$ cat config.mk
export PLATFORM = sky130hd
export DESIGN_NAME = multicycle_main_control
export DESIGN_NICKNAME = d
export VERILOG_FILES = /design/src/rtl/multicycle_main_control_pkg.sv /design/src/rtl/multicycle_main_control_mem_wait_timer.sv /design/src/rtl/multicycle_main_control.sv
export SDC_FILE = /design/constraint.sdc
export NUM_CORES = 1
export LEC_CHECK = 0
export ABC_AREA = 1
export BUFFER_PORTS_ARGS = -buffer_cell sky130_fd_sc_hd__clkbuf_2
export CELL_PAD_IN_SITES_DETAIL_PLACEMENT = 1
export CELL_PAD_IN_SITES_GLOBAL_PLACEMENT = 1
export CORE_ASPECT_RATIO = 0.8
export CORE_MARGIN = 2
export CORE_UTILIZATION = 38
export DETAILED_ROUTE_END_ITERATION = 6
export PLACE_DENSITY_LB_ADDON = 0.3
export SYNTH_ARGS = -nofsm -noshare
export SYNTH_HDL_FRONTEND = slang
export SYNTH_HIERARCHICAL = 1
export SYNTH_SLANG_ARGS = --single-unit
$ cat constraint.sdc
create_clock -name clk -period 2.65 [get_ports clk]
set_input_delay 0.265 -clock clk [delete_from_list [all_inputs] [get_ports clk]]
set_output_delay 0.265 -clock clk [all_outputs]
set_load 0.01 [all_outputs]
$ cat src/rtl/multicycle_main_control_pkg.sv
// Shared encodings for the multicycle main control FSM: opcodes, ALU op codes,
// state encoding and datapath mux select codes.
package multicycle_main_control_pkg;

   localparam logic [5:0] OP_RTYPE = 6'b000000;
   localparam logic [5:0] OP_ADDI  = 6'b000001;
   localparam logic [5:0] OP_SLTI  = 6'b000010;
   localparam logic [5:0] OP_LW    = 6'b000011;
   localparam logic [5:0] OP_SW    = 6'b000100;
   localparam logic [5:0] OP_BEQ   = 6'b000101;
   localparam logic [5:0] OP_J     = 6'b000110;

   localparam logic [2:0] ALUOP_RTYPE = 3'b000;
   localparam logic [2:0] ALUOP_BEQ   = 3'b001;
   localparam logic [2:0] ALUOP_SLTI  = 3'b010;
   localparam logic [2:0] ALUOP_ADD   = 3'b011;

   localparam logic [1:0] SRCB_RT      = 2'b00;
   localparam logic [1:0] SRCB_FOUR    = 2'b01;
   localparam logic [1:0] SRCB_IMM     = 2'b10;
   localparam logic [1:0] SRCB_IMM_SH2 = 2'b11;

   localparam logic [1:0] PCSRC_ALU    = 2'b00;
   localparam logic [1:0] PCSRC_ALUOUT = 2'b01;
   localparam logic [1:0] PCSRC_JUMP   = 2'b10;

   typedef enum logic [3:0] {
      S_RST, S_FETCH, S_DECODE, S_EXEC_R, S_EXEC_I, S_MEM_ADDR, S_MEM_RD,
      S_MEM_WB, S_MEM_WR, S_R_WB, S_I_WB, S_BRANCH, S_JUMP, S_ERROR
   } state_t;

   // States that hold a memory request open until mem_ready.
   function automatic logic is_mem_wait(input state_t s);
      return (s == S_FETCH) || (s == S_MEM_RD) || (s == S_MEM_WR);
   endfunction

endpackage

$ cat src/rtl/multicycle_main_control_mem_wait_timer.sv
// Counts consecutive stalled cycles in a memory-wait state; flags a timeout on the
// MEM_TIMEOUT-th stalled cycle unless mem_ready arrives in that cycle.
module multicycle_main_control_mem_wait_timer #(
   parameter int MEM_TIMEOUT = 15
) (
   input  logic clk,
   input  logic rst,
   input  logic waiting,
   input  logic mem_ready,
   output logic timeout
);

   logic [7:0] cnt;

   assign timeout = waiting && !mem_ready && (cnt == 8'(MEM_TIMEOUT - 1));

   // Leaving a wait state only happens on mem_ready or timeout, so both clear cnt.
   always_ff @(posedge clk or posedge rst) begin
      if (rst)
         cnt <= 8'd0;
      else if (waiting && !mem_ready && !timeout)
         cnt <= cnt + 8'd1;
      else
         cnt <= 8'd0;
   end

endmodule

$ cat src/rtl/multicycle_main_control.sv
// Multicycle main control FSM: sequences each instruction from its opcode and drives
// datapath strobes, mux selects and alu_op; stalls on mem_ready with a bus timeout.
module multicycle_main_control
   import multicycle_main_control_pkg::*;
#(
   parameter int OPCODE_W    = 6,
   parameter int ALUOP_W     = 3,
   parameter int MEM_TIMEOUT = 15
) (
   input  logic                clk,
   input  logic                rst,
   input  logic [OPCODE_W-1:0] opcode,
   input  logic                mem_ready,
   output logic                pc_write,
   output logic                pc_write_cond,
   output logic                ir_write,
   output logic                iord,
   output logic                mem_read,
   output logic                mem_write,
   output logic                mem_to_reg,
   output logic                reg_dst,
   output logic                reg_write,
   output logic                alu_src_a,
   output logic [1:0]          alu_src_b,
   output logic [1:0]          pc_source,
   output logic [ALUOP_W-1:0]  alu_op,
   output logic                illegal_op,
   output logic                bus_error
);

   state_t              state, next_state;
   logic [OPCODE_W-1:0] op_q;
   logic                timeout;

   multicycle_main_control_mem_wait_timer #(.MEM_TIMEOUT(MEM_TIMEOUT)) u_timer (
      .clk       (clk),
      .rst       (rst),
      .waiting   (is_mem_wait(state)),
      .mem_ready (mem_ready),
      .timeout   (timeout)
   );

   always_ff @(posedge clk or posedge rst) begin
      if (rst)
         state <= S_RST;
      else
         state <= next_state;
   end

   // Opcode is only trusted in DECODE; later states use the captured copy.
   always_ff @(posedge clk or posedge rst) begin
      if (rst) begin
         op_q       <= '0;
         illegal_op <= 1'b0;
         bus_error  <= 1'b0;
      end else begin
         if (state == S_DECODE)
            op_q <= opcode;
         if (state == S_DECODE && next_state == S_ERROR)
            illegal_op <= 1'b1;
         if (timeout)
            bus_error <= 1'b1;
      end
   end

   always_comb begin
      next_state = state;
      case (state)
         S_RST:    next_state = S_FETCH;
         S_FETCH:  next_state = mem_ready ? S_DECODE : (timeout ? S_ERROR : S_FETCH);
         S_DECODE: begin
            case (opcode)
               OPCODE_W'(OP_RTYPE): next_state = S_EXEC_R;
               OPCODE_W'(OP_ADDI),
               OPCODE_W'(OP_SLTI):  next_state = S_EXEC_I;
               OPCODE_W'(OP_LW),
               OPCODE_W'(OP_SW):    next_state = S_MEM_ADDR;
               OPCODE_W'(OP_BEQ):   next_state = S_BRANCH;
               OPCODE_W'(OP_J):     next_state = S_JUMP;
               default:             next_state = S_ERROR;
            endcase
         end
         S_EXEC_R:   next_state = S_R_WB;
         S_EXEC_I:   next_state = S_I_WB;
         S_MEM_ADDR: next_state = (op_q == OPCODE_W'(OP_SW)) ? S_MEM_WR : S_MEM_RD;
         S_MEM_RD:   next_state = mem_ready ? S_MEM_WB : (timeout ? S_ERROR : S_MEM_RD);
         S_MEM_WR:   next_state = mem_ready ? S_FETCH : (timeout ? S_ERROR : S_MEM_WR);
         S_MEM_WB, S_R_WB, S_I_WB, S_BRANCH, S_JUMP: next_state = S_FETCH;
         S_ERROR:    next_state = S_ERROR;
         default:    next_state = S_ERROR;
      endcase
   end

   always_comb begin
      pc_write      = 1'b0;
      pc_write_cond = 1'b0;
      ir_write      = 1'b0;
      iord          = 1'b0;
      mem_read      = 1'b0;
      mem_write     = 1'b0;
      mem_to_reg    = 1'b0;
      reg_dst       = 1'b0;
      reg_write     = 1'b0;
      alu_src_a     = 1'b0;
      alu_src_b     = SRCB_RT;
      pc_source     = PCSRC_ALU;
      alu_op        = ALUOP_W'(ALUOP_RTYPE);
      case (state)
         S_FETCH: begin
            mem_read  = 1'b1;
            alu_src_b = SRCB_FOUR;
            alu_op    = ALUOP_W'(ALUOP_ADD);
            ir_write  = mem_ready;
            pc_write  = mem_ready;
         end
         S_DECODE: begin
            alu_src_b = SRCB_IMM_SH2;
            alu_op    = ALUOP_W'(ALUOP_ADD);
         end
         S_EXEC_R: alu_src_a = 1'b1;
         S_R_WB: begin
            reg_write = 1'b1;
            reg_dst   = 1'b1;
         end
         S_EXEC_I: begin
            alu_src_a = 1'b1;
            alu_src_b = SRCB_IMM;
            alu_op    = (op_q == OPCODE_W'(OP_SLTI)) ? ALUOP_W'(ALUOP_SLTI) : ALUOP_W'(ALUOP_ADD);
         end
         S_I_WB:   reg_write = 1'b1;
         S_MEM_ADDR: begin
            alu_src_a = 1'b1;
            alu_src_b = SRCB_IMM;
            alu_op    = ALUOP_W'(ALUOP_ADD);
         end
         S_MEM_RD: begin
            mem_read = 1'b1;
            iord     = 1'b1;
         end
         S_MEM_WB: begin
            reg_write  = 1'b1;
            mem_to_reg = 1'b1;
         end
         S_MEM_WR: begin
            mem_write = 1'b1;
            iord      = 1'b1;
         end
         S_BRANCH: begin
            alu_src_a     = 1'b1;
            alu_op        = ALUOP_W'(ALUOP_BEQ);
            pc_write_cond = 1'b1;
            pc_source     = PCSRC_ALUOUT;
         end
         S_JUMP: begin
            pc_write  = 1'b1;
            pc_source = PCSRC_JUMP;
         end
         default: ;
      endcase
   end

endmodule
## Word-level counts from Yosys, hierarchy flattened

Cells that the tools add are included.

| cells by class | value |
|---|---|
| reductions and logical operators | 19 |
| bitwise logic cells | 0 |
| add/subtract/negate cells | 1 |
| equality and inequality tests | 22 |
| div/mod/pow operators | 0 |
| multiply operators | 0 |
| magnitude comparators | 0 |
| multiplexer cells | 24 |
| shifts and indexed selects | 0 |

Operators with widths:

| kind | number |
|---|---|
| one-hot mux 4 bit (8 select lines) | 1 |
| equality test 4 bit (second input constant) | 6 |
| equality test 6 x 3 -> 1 bit (second input constant) | 4 |
| 2-to-1 mux 4 bit | 6 |
| one-hot mux 4 bit (5 select lines) | 1 |
| equality test 6 x 2 -> 1 bit (second input constant) | 3 |
| equality test 4 x 3 -> 1 bit (second input constant) | 4 |
| one-hot mux 2 bit (3 select lines) | 2 |
| 2-to-1 mux 1 bit | 10 |
| OR reduction 2 bit | 5 |
| adder 8 x 1 -> 8 bit (second input constant) | 1 |
| equality test 4 x 2 -> 1 bit (second input constant) | 2 |
| equality test 8 x 4 -> 1 bit (second input constant) | 1 |
| 2-to-1 mux 8 bit | 1 |
| equality test 6 x 1 -> 1 bit (second input constant) | 1 |
| zero test 6 bit | 1 |
| OR reduction 3 bit | 2 |
| OR reduction 6 bit | 1 |
| equality test 4 x 1 -> 1 bit (second input constant) | 1 |
| logical AND 1 bit | 4 |
| zero test 4 bit | 1 |
| one-hot mux 2 bit (2 select lines) | 1 |
| OR reduction 4 bit | 1 |
| 2-to-1 mux 3 bit | 1 |
| other kinds (3) | 5 |

| word-level totals | value |
|---|---|
| RAM bits | 0 |
| latch bits | 0 |
| bits of input ports | 9 |
| output and inout bits | 19 |
| memories kept | 0 |
| memory bits (read-only) | 0 |
| bits in registers | 20 |

## Depth between registers and ports, before layout

| logic depth | value |
|---|---|
| word-level depth | 10 |
| mapped depth | 18 |

## Hierarchy

Netlist, hierarchy kept.

By module, submodules not included:

| module | instances | cells each | area each (um^2) |
|---|---|---|---|
| multicycle_main_control | 1 | 155 | 934.6 |
| multicycle_main_control_mem_wait_timer | 1 | 54 | 439.2 |

## Least setup slack after synthesis

Ideal clock, no wire load.

| path | value |
|---|---|
| path kind | register to register |
| from | register state[2] |
| to | register illegal_op |
| data required time | 2585 ps |
| cell stages (with the launch flop) | 17 |
| period minus slack after synthesis | 2075 ps |
| buffers on the path | 0 |
| setup time | 65 ps |
| setup slack | 575 ps |
| arrival | 2010 ps |
| cells stage by stage | dfrtp_1 -> nor2_2 -> nand2_4 -> nand3_1 -> inv_1 -> nor2_1 -> nor3b_1 -> inv_1 -> nor2_1 -> nand3_1 -> nand2_1 -> inv_1 -> nand2_1 -> nor2_1 -> nor2_1 -> nand2_1 -> nand2_1 |

| between the ends | value |
|---|---|
| word-level cells in the longest chain between the ends | 10 |

RTL lines:

| element | RTL line | text |
|---|---|---|
| start, declared | multicycle_main_control.sv:31 | `state_t state, next_state;` |
| start signal, assigned | multicycle_main_control.sv:47 | `state <= next_state;` |
| equality test 4 x 1 -> 1 bit / equality test 4 x 3 -> 1 bit (equally long branches) | multicycle_main_control_pkg.sv:34 | `return (s == S_FETCH) \|\| (s == S_MEM_RD) \|\| (s == S_MEM_WR);` |
| logical OR 1 bit | multicycle_main_control_pkg.sv:34 |  |
| logical OR 1 bit * | multicycle_main_control_pkg.sv:34 |  |
| logical AND 1 bit * (2 in series) | multicycle_main_control_mem_wait_timer.sv:15 | `assign timeout = waiting && !mem_ready && (cnt == 8'(MEM_TIMEOUT - 1));` |
| via timeout | multicycle_main_control.sv:33 | `logic timeout;` |
| 2-to-1 mux 3 bit, or another cell as far along | multicycle_main_control.sv:87 | `S_MEM_WR: next_state = mem_ready ? S_FETCH : (timeout ? S_ERROR : S_MEM_WR);` |
| 2-to-1 mux 4 bit, on equally long branches | multicycle_main_control.sv:87, multicycle_main_control.sv:70, multicycle_main_control.sv:86 |  |
| one-hot mux 4 bit (8 select lines) * | multicycle_main_control.sv:68 | `case (state)` |
| equality test 4 bit * | multicycle_main_control.sv:59 | `if (state == S_DECODE && next_state == S_ERROR)` |
| logical AND 1 bit * | multicycle_main_control.sv:59 |  |
| end signal, assigned | multicycle_main_control.sv:54 | `illegal_op <= 1'b0;` |
| end signal, assigned | multicycle_main_control.sv:60 | `illegal_op <= 1'b1;` |
| end, declared | multicycle_main_control.sv:27 | `output logic illegal_op,` |

The timed path passes the listed nets; every way through them passes the cells marked *.
A chain may end at the register's enable or synchronous reset.

## Final worst setup path

| path | value |
|---|---|
| from | register state[0] |
| to | register illegal_op |

Same word-level chain as after synthesis.

==> metrics.cfg <==
[sta]
drv_slew = 0
setup_ws_ns = 0.370
period_share = 0.860
period_needed_ns = 2.28
hold_viol = 0
fmax_ghz = 0.439
fin_hold_ws_ns = 0.277
tns_ns = 0
setup_violations = 0
grt_setup_unrepaired = no
finalClockSkew_ns = 0.00402

[yosys]
syn_nets = 220
syn_area_um2 = 1370
synth_cell_types = 27
synth_top_area_frac = 0.364
synth_area_leader_cell = dfrtp_1
ys_warn_count = 6
post_synth_main_area_contributors = dfrtp_1, nand2_1, nor2_1, inv_1, nand3_1
synthCells = 209
ys_ff_latch = 20
avgSynthCellArea_um2 = 6.57
ys_seq_area_frac = 0.364

[clock_network]
cts_tree = built
clock-sinks = 20
clk_latency_ns = 0.25
cts_buffers = 3
root_buffer = clkbuf_8
post_cts_buffers = 0
htreeDepth = 1
path_clk_slew_ns = 0.08
cts.path.max_buffers = 2

[detailed_routing]
firstDrtPassIters = 4
wl_mm = 3.38
wl_per_cell_um = 12.1
drt-vias-per-instance = 4.72
vias = 1322
drt_iter0_drc = 55
drc = 0
antenna_left = 0

[grt]
grt_pass1_wl_mm = 5.82
antenna_found_initial = 0
overflow = 0
grt_usage = 0.176
grt_pass1_vias = 1283
grt_max_degree = 15

[placed_design]
hpwl_mm = 2.83
gp_congestion = 0.872
place_ws_ns = 0.270
placed_cells = 275
dpl_cell_area_um2 = 1540
io_buffers = 26

[setup_path]
crit_required_ns = 2.84
regToRegStartpoint = state[0]
rrSetupSlack_ns = 0.37
crit_path_max_fanout = 4
crit_type = reg2reg
ff2ff_path_depth = 18
cp.arrival_ns = 2.47
cp-end-kind = flip-flop
r2r-end = illegal_op
critPathLaunchType = flip-flop

[floorplan]
io_pins = 28
die_h_um = 57.8
fp-row-count = 19
die_area_um2 = 4120
dieWidth_um = 71.2
coreArea_um2 = 3450
initial_utilization = 0.399

[final_layout]
drive_gt1_frac = 0.189
syn_to_final_growth_pct = 18.5
antenna_cells = 0
mostFrequentLayoutCell = nand2_1
design_area_um2 = 1630
fillers = 480
utilization = 0.472
fin_nets = 250
final_cells = 280
mostFrequentLayoutCells = nand2_1, nor2_1, inv_1, clkbuf_2

[worst_hold_path]
hold_depth = 3
min_delay_worst_endpoint = op_q[4]
holdCritPathClass = in2reg
min_from = opcode[4]

[power_and_ir_drop]
leakagePower_nw = 0.891
p_per_area_nw_per_um2 = 390
intPower_mw = 0.516
switchingPower_mw = 0.119
p_clk_frac = 0.474
swShare = 0.187
vdd_drop_max_mv = 0.293
p_total_mw = 0.635
power_frac_seq = 0.482
combPwrFrac = 0.044

[outcome]
status = complete, no violations

[run]
maxCapViolations = 0

-- critical path, stage by stage (launching register included) --
cell and delay [ns]:
dfrtp_1 0.42, inv_1 0.09, nand2_1 0.11, inv_1 0.12, nand2_1 0.11, nand3_1 0.09
inv_1 0.04, nor2_1 0.18, nor3b_2 0.29, inv_1 0.06, nor2_1 0.16, nand3_1 0.10
nand2_1 0.08, inv_1 0.04, nand2_1 0.05, nor2_1 0.05, nor2_1 0.10, nand2_1 0.06
nand2_1 0.05
-- timing repair --
action,CTS,global route
hold buffers,1,0
hold endpoints to repair,8,0
setup endpoints to repair,0,1
resized for setup,0,1
-- cell usage after synthesis --
library cell / count
nand2_2: 1
xor2_1: 2
nand2_1: 52
nor2_4: 3
xnor2_1: 1
nand4_1: 1
inv_1: 36
conb_1: 1
nor2_1: 40
inv_2: 3
or2_2: 1
nand2_4: 1
nor3_1: 1
a21oi_1: 1
buf_4: 3
o21ai_1: 2
nor2_2: 2
dfrtp_1: 20
nand3_2: 1
o21bai_1: 1
o211ai_1: 2
nor3b_1: 1
ha_1: 2
o21ai_0: 9
o21ai_4: 1
o22ai_1: 1
nand3_1: 20
-- registers in the layout, summed over array words and instances (netlist names) --
signal and flops:
op_q 6, bus_error 1, state 4, illegal_op 1, u_timer/cnt 8
-- metal layers --
layer,GRT usage,vias up,wire length [µm]
met5,0,-,0
met4,0.0404,0,18
met3,0.0226,2,100
met2,0.287,17,1550
met1,0.251,609,1710
li1,-,694,-
-- area by class of cell --
| class | instances | area [µm²] | share of cell area |
|---|---|---|---|
| multi-input cells | 147 | 709 | 0.436 |
| repair buffers | 28 | 148 | 0.0907 |
| flip-flops and latches | 20 | 500 | 0.307 |
| well taps | 42 | 52.6 | 0.0323 |
| clock inverters | 1 | 30.0 | 0.0184 |
| inverters | 39 | 146 | 0.0899 |
| clock buffers | 3 | 41.3 | 0.0254 |
-- logic make-up after synthesis --
logic type / Yosys count / synth area share
AO/OA/AOI/OAI: 17 / 0.0765
AND/OR/NAND/NOR: 124 / 0.396
adder cells (fa/ha/maj): 2 / 0.0182
buffers and inverters: 42 / 0.123
XOR/XNOR: 3 / 0.0191
other: 1 / 0.00273
flip-flops: 20 / 0.364
-- how the worst max path moves through the flow --
stage,cells after the start,end,from
after detailed placement,17,illegal_op,state[2]
final,18,illegal_op,state[0]
after CTS,18,illegal_op,state[0]
after floorplan,16,illegal_op,state[2]
after global routing,18,illegal_op,state[0]
after global placement,17,illegal_op,state[3]
-- power groups by stage --
stage	registers (mW)	clock network, mW	logic [mW]
6_report	0.306	0.301	0.0280
3_5_place_dp	0.312	0	0.0277
2_1_floorplan	0.312	0	0.0142
3_3_place_gp	0.312	0	0.0275
4_1_cts	0.306	0.311	0.0291
5_1_grt	0.306	0.325	0.0331
No activity file was read; power rests on OpenSTA's default activity.
